===== config.mk =====
export PLATFORM = sky130hd
export DESIGN_NAME = inst_queue_decoder_m
export DESIGN_NICKNAME = d
export VERILOG_FILES = /design/src/rtl/inst_queue_decoder_m.sv
export SDC_FILE = /design/constraint.sdc
export NUM_CORES = 1
export LEC_CHECK = 0
export ABC_AREA = 1
export ABC_CLOCK_PERIOD_IN_PS = 2900
export BUFFER_PORTS_ARGS = -buffer_cell sky130_fd_sc_hd__buf_4
export CAP_MARGIN = 25
export CORE_ASPECT_RATIO = 0.6
export CORE_MARGIN = 2
export CORE_UTILIZATION = 35
export CTS_BUF_LIST = sky130_fd_sc_hd__clkbuf_4 sky130_fd_sc_hd__clkbuf_8 sky130_fd_sc_hd__clkbuf_16
export DETAILED_ROUTE_END_ITERATION = 7
export SLEW_MARGIN = 30
export SYNTH_ARGS = -nofsm -noshare
export SYNTH_HDL_FRONTEND = slang
export SYNTH_SLANG_ARGS = --single-unit

===== constraint.sdc =====
create_clock -name clk -period 2.9 [get_ports clk]
set_clock_uncertainty 0.05 [all_clocks]
set_input_delay 0.29 -clock clk [delete_from_list [all_inputs] [get_ports clk]]
set_output_delay 0.29 -clock clk [all_outputs]
set_load 0.05 [all_outputs]

===== src/rtl/inst_queue_decoder_m.sv =====
// X-Makina fetch queue: DEPTH-entry circular FIFO of {pc, inst} feeding a registered decode stage.
// Latency: push at edge N into an empty block is decoded after edge N+1; fetch_ready depends on queue fill only.
module inst_queue_decoder_m #(
    parameter int DEPTH  = 4,
    parameter int ADDR_W = 16
) (
    input  logic                     clk,
    input  logic                     reset,
    input  logic                     fetch_valid,
    output logic                     fetch_ready,
    input  logic [15:0]              fetch_inst,
    input  logic [ADDR_W-1:0]        fetch_pc,
    input  logic                     flush,
    input  logic                     dec_ready,
    output logic                     dec_valid,
    output logic [ADDR_W-1:0]        dec_pc,
    output logic [2:0]               operation,
    output logic                     byte_inst,
    output logic                     src_op_type,
    output logic [2:0]               src_op,
    output logic [2:0]               dst_op,
    output logic [3:0]               alu_func,
    output logic [2:0]               branch_cond,
    output logic [15:0]              imm_val,
    output logic [15:0]              addr_offset,
    output logic [15:0]              branch_offset,
    output logic                     illegal,
    output logic [$clog2(DEPTH):0]   count
);

    localparam int PW = $clog2(DEPTH);
    localparam int CW = PW + 1;

    typedef struct packed {
        logic [2:0]  operation;
        logic        byte_inst;
        logic        src_op_type;
        logic [2:0]  src_op;
        logic [2:0]  dst_op;
        logic [3:0]  alu_func;
        logic [2:0]  branch_cond;
        logic [15:0] imm_val;
        logic [15:0] addr_offset;
        logic [15:0] branch_offset;
        logic        illegal;
    } dec_t;

    logic [15:0]       r_mem_inst [DEPTH];
    logic [ADDR_W-1:0] r_mem_pc   [DEPTH];
    logic [PW-1:0]     r_wptr;
    logic [PW-1:0]     r_rptr;
    logic [CW-1:0]     r_count;
    dec_t              r_dec;
    logic [ADDR_W-1:0] r_dec_pc;
    logic              r_dec_vld;

    logic              w_push;
    logic              w_load;
    logic [15:0]       w_inst;
    dec_t              w_dec;

    function automatic logic [PW-1:0] ptr_inc(input logic [PW-1:0] p);
        return (p == PW'(DEPTH - 1)) ? '0 : p + 1'b1;
    endfunction

    assign fetch_ready = (r_count < CW'(DEPTH));
    assign w_push      = fetch_valid && fetch_ready && !flush;
    assign w_load      = (r_count != '0) && (!r_dec_vld || dec_ready) && !flush;
    assign w_inst      = r_mem_inst[r_rptr];

    always_comb begin
        w_dec        = '0;
        w_dec.src_op = w_inst[5:3];
        w_dec.dst_op = w_inst[2:0];
        if (w_inst[15:13] == 3'b000) begin
            w_dec.operation     = 3'd0;
            w_dec.branch_offset = {{2{w_inst[12]}}, w_inst[12:0], 1'b0};
        end else if (w_inst[15:13] == 3'b001) begin
            w_dec.operation     = 3'd1;
            w_dec.branch_cond   = w_inst[12:10];
            w_dec.branch_offset = {{5{w_inst[9]}}, w_inst[9:0], 1'b0};
        end else if (w_inst[15:12] == 4'b0100) begin
            w_dec.operation   = 3'd2;
            w_dec.alu_func    = w_inst[11:8];
            w_dec.src_op_type = w_inst[7];
            w_dec.byte_inst   = w_inst[6];
        end else if (w_inst[15:12] == 4'b0101) begin
            w_dec.operation = 3'd3;
            w_dec.byte_inst = w_inst[6];
        end else if (w_inst[15:13] == 3'b011) begin
            w_dec.operation = 3'd7;
            w_dec.imm_val   = {(w_inst[12:11] == 2'b10) ? 8'hFF : 8'h00, w_inst[10:3]};
            w_dec.illegal   = (w_inst[12:11] == 2'b11);
        end else if (w_inst[15:14] == 2'b10) begin
            w_dec.operation   = 3'd5;
            w_dec.addr_offset = {{9{w_inst[13]}}, w_inst[13:7]};
        end else begin
            w_dec.operation   = 3'd4;
            w_dec.addr_offset = {{9{w_inst[13]}}, w_inst[13:7]};
        end
    end

    // Storage carries no reset: occupancy is tracked solely by the pointers and count.
    always_ff @(posedge clk) begin
        if (w_push) begin
            r_mem_inst[r_wptr] <= fetch_inst;
            r_mem_pc[r_wptr]   <= fetch_pc;
        end
    end

    always_ff @(posedge clk or negedge reset) begin
        if (!reset) begin
            r_wptr  <= '0;
            r_rptr  <= '0;
            r_count <= '0;
        end else if (flush) begin
            r_wptr  <= '0;
            r_rptr  <= '0;
            r_count <= '0;
        end else begin
            if (w_push) r_wptr <= ptr_inc(r_wptr);
            if (w_load) r_rptr <= ptr_inc(r_rptr);
            case ({w_push, w_load})
                2'b10:   r_count <= r_count + 1'b1;
                2'b01:   r_count <= r_count - 1'b1;
                default: r_count <= r_count;
            endcase
        end
    end

    always_ff @(posedge clk or negedge reset) begin
        if (!reset) begin
            r_dec     <= '0;
            r_dec_pc  <= '0;
            r_dec_vld <= 1'b0;
        end else if (flush) begin
            r_dec_vld <= 1'b0;
        end else if (w_load) begin
            r_dec     <= w_dec;
            r_dec_pc  <= r_mem_pc[r_rptr];
            r_dec_vld <= 1'b1;
        end else if (r_dec_vld && dec_ready) begin
            r_dec_vld <= 1'b0;
        end
    end

    assign count         = r_count;
    assign dec_valid     = r_dec_vld;
    assign dec_pc        = r_dec_pc;
    assign operation     = r_dec.operation;
    assign byte_inst     = r_dec.byte_inst;
    assign src_op_type   = r_dec.src_op_type;
    assign src_op        = r_dec.src_op;
    assign dst_op        = r_dec.dst_op;
    assign alu_func      = r_dec.alu_func;
    assign branch_cond   = r_dec.branch_cond;
    assign imm_val       = r_dec.imm_val;
    assign addr_offset   = r_dec.addr_offset;
    assign branch_offset = r_dec.branch_offset;
    assign illegal       = r_dec.illegal;

endmodule

==> flow_metrics.env, run 1 <==
export IMPL_cts_tree="built"
export IMPL_cp_arrival_ns=2.29
export IMPL_hold_path_depth=1
export IMPL_crit_fanout=22
export IMPL_wl_mm=19.2
export IMPL_die_area_um2=24300
export IMPL_rsz0062_at_grt="no"
export IMPL_fin_cells=1139
export IMPL_fillers=2098
export IMPL_synth_fp_nets=737
export IMPL_slew_headroom_pct=48.5
export IMPL_yosys_cell_types_count=30
export IMPL_post_cts_setup_buffers=0
export IMPL_cp_required_ns=2.99
export IMPL_path_buf_inv=2
export IMPL_p_per_area_nw_per_um2=971
export IMPL_cap_viol_max_count=0
export IMPL_preCtsSetupSlack_ns=0.726
export IMPL_cts_made_buffers=17
export IMPL_n_antenna_cell=0
export IMPL_hold_path_class="in -> reg"
export IMPL_place_gp_congestion=0.802
export IMPL_die_h_um=122
export IMPL_insertion_delay_ns=0.44
export IMPL_core_area_um2=22300
export IMPL_synth_cells=695
export IMPL_p_leak_uw=0.00421
export IMPL_drv_slew=0
export IMPL_hold_viol=0
export IMPL_r2r_cells=4
export IMPL_h_tree_depth=4
export IMPL_cts_sinks=200
export IMPL_wl_per_cell_um=16.9
export IMPL_synth_area_um2=8080
export IMPL_syn_area_per_cell_um2=11.6
export IMPL_grt_pass1_wl_mm=30.1
export IMPL_setup_ws_ns=0.694
export IMPL_clkTransAtPathRegs_ns=0.07
export IMPL_fin_nets=860
export IMPL_max_clock_freq_mhz=453
export IMPL_fin_crit_sh_pct=76.1
export IMPL_ioPinCount=125
export IMPL_numPortBuffers=123
export IMPL_multi_input_area_um2=1990
export IMPL_vias_per_cell=4.65
export IMPL_drt_iter0_drc=422
export IMPL_die_w_um=200
export IMPL_place_inst=1090
export IMPL_ys_seq_area_share_pct=69.9
export IMPL_cts_root_buf="clkbuf_16"
export IMPL_post_route_min_period_ns=2.21
export IMPL_dp_hpwl_mm=12.5
export IMPL_grt_pass1_vias=5108
export IMPL_crit_slowest_cell="nor3_1"
export IMPL_vias=5301
export IMPL_critPathKind="reg -> reg"
export IMPL_hp_start="fetch_inst[0]"
export IMPL_tns_ns=0
export IMPL_drive_gt1_share_pct=25.0
export IMPL_firstDrtPassIters=5
export IMPL_setup_viol=0
export IMPL_r2r_end="r_mem_inst[3][4]"
export IMPL_grt_max_degree=68
export IMPL_grt_remaining_overflow=0
export IMPL_peakVddDrop_mv=0.488
export IMPL_max_stage_delay_ns=0.45
export IMPL_reg2reg_from="count[2]"
export IMPL_critPathTopFamily="simple AND/OR/NAND/NOR gates"
export IMPL_antenna_found_initial=1
export IMPL_synth_seq_cells=200
export IMPL_tightest_slew_ns=0.772
export IMPL_status="completed"
export IMPL_initial_core_util_pct=36.2
export IMPL_cp_cell_sequence="nor3_1 -> inv_1 -> nor2_4 -> buf_12"
export IMPL_cts_buffer_depth=2
export IMPL_hold_end="r_mem_inst[0][0]"
export IMPL_row_count=42
export IMPL_area_growth_syn_to_layout_pct=23.0
export IMPL_route_detailed_drc=0
export IMPL_seqCellArea_um2=5650
export IMPL_cp_end_kind="flip-flop"
export IMPL_critical_path_startpoint_type="flip-flop"
export IMPL_reg2reg_slack_ns=0.69
export IMPL_synth_warnings=0
export IMPL_grt_use_total_pct=16.5
export IMPL_ant_nets=0
[registers in the layout (all words and copies together), names as in the netlist, 3 cells and up]
| name | count |
|---|---|
| operation | 3 |
| branch_offset | 13 |
| r_mem_inst | 64 |
| r_mem_pc | 64 |
| src_op | 3 |
| addr_offset | 7 |
| imm_val | 9 |
| count | 3 |
| branch_cond | 3 |
| dst_op | 3 |
| dec_pc | 16 |
| alu_func | 4 |
[power breakdown]
part | total (uW) | switching, uW | internal (uW)
registers | 3720 | 271 | 3450
logic | 3520 | 2570 | 951
clock network | 2400 | 1160 | 1240
[layer usage]
layer	vias to the layer above	part of all wire, %	global-route usage (%)
li1	2575	-	-
met1	2559	55	26.9
met2	153	39	21.9
met3	12	5.7	4.18
met4	2	0.58	3.06
met5	-	0.068	0
[cells in the mapped netlist, drive strengths merged]
cell type	number	share of area, %
conb	1	0.046
a21oi	11	0.82
buf	44	4.3
o21ai	68	4.2
a22o	1	0.11
nor2	64	3.4
nand3	31	2.3
clkinv	2	0.11
nor3	2	0.12
o22ai	22	1.7
clkbuf	6	0.29
nand4	1	0.078
ha	4	0.62
nand2	212	11
inv	25	1.2
dfrtp	72	22
edfxtp	128	48
fa	1	0.25
[worst reg2reg max path, cell delays in order, from the launching register on]
cell and delay (ns):
dfrtp_1 0.43, nor3_1 0.45, inv_1 0.31, nor2_4 0.42, buf_12 0.25
[cell type report]
type	count	area share, %
Clock inverter	14	1.62
Clock buffer	18	4.36
Tap cell	308	3.88
Multi-Input combinational cell	418	20.1
Sequential cell	200	56.8
Inverter	27	1.03
Timing Repair Buffer	154	12.2
[how the worst max path moves through the flow]
stage / from / endpoint / depth (start not counted)
floorplan: count[2] / r_mem_inst[0][0] / 3
global placement: flush / r_mem_inst[3][4] / 5
detailed placement: flush / r_mem_inst[3][3] / 5
CTS: count[2] / r_mem_inst[3][4] / 4
global route: count[2] / r_mem_inst[3][4] / 4
finish: count[2] / r_mem_inst[3][4] / 4
[what timing repair did]
item,in CTS,in global routing
hold buffers,12,5
hold endpoints to repair,93,17
setup endpoints to repair,0,0
gates resized for setup,0,0
[cell families after synthesis]
group	count (synthesis)	share of synthesized area, %
flops	200	69.9
other cells	1	0.0464
compound gates	102	6.85
buf+inv	77	5.86
simple gates	310	16.5
fa+ha+maj	5	0.868
[cells in the final DEF, fill, tap and decap left out, drive strengths merged]
cell	instances
a22o	1
conb	1
fa	1
clkbuf	18
nand2	212
nand3	31
nand4	1
dlygate4sd3	17
nor2	64
o22ai	22
edfxtp	128
dfrtp	72
clkinv	5
a21oi	11
bufinv	1
buf	137
clkinvlp	2
o21ai	68
nor3	2
ha	4
inv	33
[stage by stage]
step | instance area (um2) | utilization [%] | hold slack, ns | total power [uW]
floorplan | 8080 | - | -0.0556 | 6310
global placement | 9170 | 41.1 | 0.363 | 7290
detailed placement | 9170 | 41.1 | 0.370 | 7300
CTS | 9880 | 44.3 | 0.000000167 | 9700
global route | 9930 | 44.5 | 0.00140 | 10100
finish | 9930 | 44.5 | 0.0151 | 9650
(Power assumes the default switching activity.)
==> inputs of run 2 (changes only) <==
ABC_CLOCK_PERIOD_IN_PS = 1800   (was 2900)
clock period = 1.8 ns   (was 2.9 ns; I/O delays follow)
==> run 2 against run 1 <==
Effect of this change: wire length rose by 1.8%; cell count up 3.2%; sequential power rose by 63%; core utilization up 2.2 points; flip-flop and latch count unchanged; clock power increased by 56%; critical path type unchanged; non-clock buffer count up 36; global-route usage rose by 0.23 points; hold slack gained 0.088 ns.
==> flow_metrics.env, run 2 (synthesis results as in run 1) <==
export IMPL_status="completed"
export IMPL_hold_path_class="in -> reg"
export IMPL_vias=5411
export IMPL_post_cts_setup_buffers=0
export IMPL_fin_nets=896
export IMPL_cts_made_buffers=17
export IMPL_insertion_delay_ns=0.43
export IMPL_layout_common_cells="200 x nand2_1, 143 x buf_4, 128 x edfxtp_1"
export IMPL_setup_viol=0
export IMPL_wl_per_cell_um=16.6
export IMPL_initial_core_util_pct=36.2
export IMPL_seqCellArea_um2=5650
export IMPL_vias_per_cell=4.60
export IMPL_power_switching_uw=6390
export IMPL_max_stage_delay_ns=0.41
export IMPL_grt_pass1_wl_mm=30.2
export IMPL_cp_end_kind="flip-flop"
export IMPL_p_leak_uw=0.00442
export IMPL_rsz0062_at_grt="no"
export IMPL_tns_ns=0
export IMPL_drive_gt1_share_pct=27.6
export IMPL_layout_commonest_cell="nand2_1"
export IMPL_multi_input_area_um2=2020
export IMPL_cap_viol_max_count=0
export IMPL_drt_iter0_drc=350
export IMPL_crit_fanout=5
export IMPL_post_route_min_period_ns=1.64
export IMPL_fin_area_um2=10400
export IMPL_intPower_uw=9300
export IMPL_cts_tree="built"
export IMPL_max_clock_freq_mhz=608
export IMPL_wl_mm=19.6
export IMPL_p_total_uw=15700
export IMPL_grt_max_degree=58
export IMPL_cp_cell_sequence="nor2_2 -> nand2_2 -> nand2_1 -> nor2_2 -> fa_1 -> inv_1 -> nand3_1 -> nand3_1 -> nand2_1"
export IMPL_firstDrtPassIters=4
export IMPL_fillers=2066
export IMPL_path_buf_inv=1
export IMPL_p_comb_share_pct=37.6
export IMPL_dp_hpwl_mm=13.4
export IMPL_clkTransAtPathRegs_ns=0.07
export IMPL_place_gp_congestion=0.762
export IMPL_h_tree_depth=4
export IMPL_final_core_util_pct=46.6
export IMPL_hold_viol=0
export IMPL_grt_pass1_vias=5141
export IMPL_pwr_share_seq_pct=38.5
export IMPL_p_clk_share_pct=23.9
export IMPL_ioPinCount=125
export IMPL_crit_slowest_cell="dfrtp_2"
export IMPL_row_count=42
export IMPL_grt_use_total_pct=16.8
export IMPL_p_per_area_nw_per_um2=1510
export IMPL_drv_slew=0
export IMPL_route_detailed_drc=0
export IMPL_critPathTopFamily="simple AND/OR/NAND/NOR gates"
export IMPL_cp_arrival_ns=1.91
export IMPL_die_area_um2=24300
export IMPL_die_h_um=122
export IMPL_ant_nets=0
export IMPL_cp_required_ns=2.07
export IMPL_numPortBuffers=123
export IMPL_die_w_um=200
export IMPL_swShare_pct=40.7
export IMPL_cts_sinks=200
export IMPL_cts_root_buf="clkbuf_16"
export IMPL_area_growth_syn_to_layout_pct=29.0
export IMPL_fin_crit_sh_pct=91.3
export IMPL_core_area_um2=22300
export IMPL_critical_path_startpoint_type="flip-flop"
export IMPL_grt_remaining_overflow=0
export IMPL_peakVddDrop_mv=0.696
export IMPL_critPathKind="reg -> reg"
export IMPL_cts_buffer_depth=2
export IMPL_placed_cell_area_um2=9480
export IMPL_antenna_found_initial=2
-- run 2: cell count changes in the layout (fill, tap and decap cells not counted), sizes merged --
cell,previous run,this run
dlygate4sd3,17,34
inv,33,31
clkinvlp,2,1
diode,0,1
buf,137,156
clkbuf,18,21
-- run 2: final timing paths --
kind                       depth (start not counted)   startpoint  slack (ns)           to
max                                                9     count[1]        0.16     count[2]
min                                                4  fetch_valid        0.10    r_wptr[0]
max reg2reg                                        9     count[1]        0.16     count[2]
min reg2reg                                        2  alu_func[3]        0.43  alu_func[3]
max in group asynchronous                          3        reset        0.87    dst_op[2]
min in group asynchronous                          2        reset        0.21   imm_val[6]
-- run 2: worst register-to-register path, cell delays in order (launching register included) --
cell,delay (ns)
dfrtp_2,0.41
nor2_2,0.17
nand2_2,0.11
nand2_1,0.11
nor2_2,0.06
fa_1,0.38
inv_1,0.07
nand3_1,0.07
nand3_1,0.08
nand2_1,0.05
-- run 2: cell type report --
| type | count | area share, % |
|---|---|---|
| Clock buffer | 21 | 4.43 |
| Sequential cell | 200 | 54.3 |
| Antenna cell | 1 | 0.0240 |
| Inverter | 27 | 1.03 |
| Timing Repair Buffer | 190 | 16.1 |
| Multi-Input combinational cell | 418 | 19.4 |
| Tap cell | 308 | 3.70 |
| Clock inverter | 11 | 1.10 |
-- run 2: power by group through the flow --
stage,combinational (uW),sequential [uW],clock (uW)
2_1_floorplan,2150,8040,0
3_3_place_gp,5840,6150,0
3_5_place_dp,5870,6140,0
4_1_cts,5950,6050,3810
5_1_grt,6290,6120,4010
6_report,5900,6050,3740
-- run 2: per-stage QoR --
stage	hold slack, ns	std cells	setup WS, ns
after global routing	0.112	1176	0.00134
after CTS	0.137	1175	0.0597
after global placement	0.124	1109	0.0119
after floorplan	-0.166	695	-0.0868
final	0.103	1176	0.156
after detailed placement	0.125	1109	0.00387
-- run 2: timing repair --
action,4_1_cts,5_1_grt
hold buffers,34,0
hold endpoints to repair,162,0
gates cloned,0,0
setup endpoints to repair,3,22
gates resized for setup,1,5
-- run 2: routing by layer --
| metal | track usage [%] | share of wire (%) | wire length, um | vias up |
|---|---|---|---|---|
| met5 | 0 | 0.066 | 13 | - |
| met4 | 3.89 | 0.69 | 135 | 2 |
| met3 | 4.35 | 6.5 | 1280 | 10 |
| met2 | 23.2 | 41 | 8070 | 147 |
| met1 | 26.1 | 51 | 10100 | 2605 |
| li1 | - | - | - | 2647 |
==> inputs of run 3 (changes only) <==
ABC_AREA = not set   (was 1)
CTS_BUF_LIST = not set   (was sky130_fd_sc_hd__clkbuf_4 sky130_fd_sc_hd__clkbuf_8 sky130_fd_sc_hd__clkbuf_16)
==> run 3 against run 2 <==
Effect of this change: the flow now finishes with violations (setup timing); first-iteration DRC count down 7.4%; sequential share of layout area down 2.7 points; synthesized cell count down 30%; worst setup slack worse by 0.36 ns; final area up 5.3%; flip-flop and latch count unchanged; critical endpoint unchanged.
==> flow_metrics.env, run 3 <==
export IMPL_setup_ws_ns=-0.208
export IMPL_placed_cell_area_um2=9290
export IMPL_synthTopCellsByArea="edfxtp_1 50%, dfrtp_1 23%, mux4_2 9.0%"
export IMPL_crit_start="count[2]"
export IMPL_row_count=42
export IMPL_synth_cells=487
export IMPL_post_route_min_period_ns=2.01
export IMPL_reg2reg_slack_ns=-0.21
export IMPL_fin_crit_sh_pct=112
export IMPL_grt_pass1_wl_mm=28.3
export IMPL_area_growth_syn_to_layout_pct=42.0
export IMPL_hold_ws_ns=0.0629
export IMPL_die_w_um=196
export IMPL_crit_path_end="count[2]"
export IMPL_cts_tree="built"
export IMPL_setup_viol=54
export IMPL_cts_buffer_depth=2
export IMPL_synth_top_cells_by_count="128 x edfxtp_1, 111 x nand2_1, 72 x dfrtp_1"
export IMPL_fillers=1814
export IMPL_cts_sinks=200
export IMPL_synth_fp_nets=529
export IMPL_numPortBuffers=123
export IMPL_place_gp_congestion=0.778
export IMPL_cap_viol_max_count=0
export IMPL_hold_viol=0
export IMPL_yosys_cell_types_count=44
export IMPL_hold_path_class="in -> reg"
export IMPL_cp_end_kind="flip-flop"
export IMPL_p_leak_uw=0.00446
export IMPL_synth_warnings=0
export IMPL_cp_required_ns=2.10
export IMPL_firstDrtPassIters=7
export IMPL_grt_pass1_vias=4946
export IMPL_vias_per_cell=4.87
export IMPL_synth_seq_cells=200
export IMPL_violations="setup timing"
export IMPL_antenna_found_initial=2
export IMPL_h_tree_depth=4
export IMPL_die_h_um=119
export IMPL_multi_input_area_um2=2070
export IMPL_fin_nets=747
export IMPL_p_per_area_nw_per_um2=1680
export IMPL_synth_area_um2=7730
export IMPL_clkTransAtPathRegs_ns=0.07
export IMPL_wl_mm=19.1
export IMPL_synth_top_area_share_pct=49.7
export IMPL_crit_fanout=2
export IMPL_drive_gt1_share_pct=46.0
export IMPL_yosysMostFrequentCell="edfxtp_1"
export IMPL_critical_path_startpoint_type="flip-flop"
export IMPL_core_area_um2=21900
export IMPL_cp_arrival_ns=2.31
export IMPL_r2r_end="count[2]"
export IMPL_ys_seq_area_share_pct=73.0
export IMPL_p_total_uw=18400
export IMPL_vias=4897
export IMPL_fin_area_um2=11000
export IMPL_route_detailed_drc=0
export IMPL_wl_per_cell_um=19.0
export IMPL_cts_root_buf="clkbuf_16"
export IMPL_layout_common_cells="156 x buf_4, 128 x edfxtp_1, 101 x nand2_1"
export IMPL_synth_ff_type="edfxtp_1"
export IMPL_synth_edf_count=128
export IMPL_insertion_delay_ns=0.43
export IMPL_peakVddDrop_mv=0.941
export IMPL_synth_async_reset_ratio_pct=36.0
export IMPL_initial_core_util_pct=35.4
export IMPL_grt_use_total_pct=16.2
export IMPL_layout_commonest_cell="buf_4"
export IMPL_cts_made_buffers=17
export IMPL_drv_slew=0
export IMPL_rsz0062_at_grt="yes"
export IMPL_seqCellArea_um2=5650
export IMPL_reg2reg_from="count[2]"
export IMPL_syn_area_per_cell_um2=15.9
export IMPL_grt_max_degree=46
export IMPL_status="complete, but fails checks"
export IMPL_drt_iter0_drc=324
export IMPL_ioPinCount=125
export IMPL_r2r_cells=6
export IMPL_die_area_um2=23300
export IMPL_yosys_area_top_type="edfxtp_1"
export IMPL_critPathKind="reg -> reg"
export IMPL_ant_nets=0
export IMPL_max_clock_freq_mhz=498
export IMPL_grt_remaining_overflow=0
export IMPL_dp_hpwl_mm=11.9
-- run 3: cell count changes in the layout (fill, tap and decap cells not counted), sizes merged, moves of 23 or more --
cell	previous run	this run
buf	156	197
mux4	0	31
nand2	212	111
nand3	31	8
nor2	64	4
o21ai	68	20
-- run 3: worst max-delay path: stages, from the launching register on --
cell and delay, ns:
dfrtp_2 0.41, or3_4 0.41, nand2_4 0.09, nor3_4 0.04, fa_2 0.34, or4_1 0.41
a31oi_1 0.18
-- run 3: stage by stage --
| stage | worst slack [ns] | cells | TNS [ns] | utilization, % |
|---|---|---|---|---|
| floorplan | -0.400 | 487 | -0.783 | - |
| global placement | -0.229 | 897 | -2.84 | 42.5 |
| detailed placement | -0.262 | 897 | -5.44 | 42.5 |
| CTS | -0.197 | 981 | -2.26 | 48.1 |
| global route | -0.270 | 1004 | -10.91 | 50.2 |
| finish | -0.208 | 1006 | -5.11 | 50.2 |
-- run 3: final cells by class --
class	instances	share of cell area, %
diodes	2	0.0456
flip-flops and latches	200	51.5
inverters	5	0.171
clock inverters	13	1.33
repair buffers	239	20.8
well taps	286	3.26
clock buffers	19	3.95
multi-input cells	242	18.9
-- run 3: cells by family (layout without fill, tap and decap cells) --
group                    Yosys count  after routing  share of synthesized area [%]
AO/OA/AOI/OAI                     51             51                           4.45
XOR/XNOR                           3              3                          0.340
adder cells (fa/ha/maj)            5              5                          0.907
buffers and inverters             46            276                           3.45
flip-flops                       200            200                           73.0
multiplexers                      33             33                           9.31
other                              1              3                         0.0485
AND/OR/NAND/NOR                  148            149                           8.45
-- run 3: worst min-delay path by stage --
stage,start,endpoint,slack (ns),cells past startpoint
floorplan,reset,addr_offset[0],-0.17,0
global placement,reset,dst_op[0],0.09,1
detailed placement,reset,branch_offset[2],0.11,1
CTS,dec_ready,count[2],0.03,4
global route,dec_ready,count[2],0.07,4
finish,dec_ready,count[2],0.06,4
-- run 3: what timing repair did --
action	4_1_cts	5_1_grt
endpoints found under the setup margin	189	193
hold buffers	35	0
pin swaps	16	26
setup buffers	15	26
endpoints found under the hold margin	161	0
gates resized for setup	44	58
gates cloned	2	8
-- run 3: layer usage --
layer,global-route usage (%),up-vias,wire (um)
li1,-,2218,-
met1,23.1,2504,8920
met2,25.0,165,8780
met3,4.59,10,1290
met4,3.55,0,127
met5,0,-,0
-- run 3: power by group --
group | leakage, uW | total, uW | switching, uW | internal [uW]
Sequential | 0.00210 | 6260 | 562 | 5700
Clock | 0.000270 | 3780 | 1710 | 2070
Combinational | 0.00209 | 8400 | 5150 | 3250
Total | 0.00446 | 18400 | 7420 | 11000
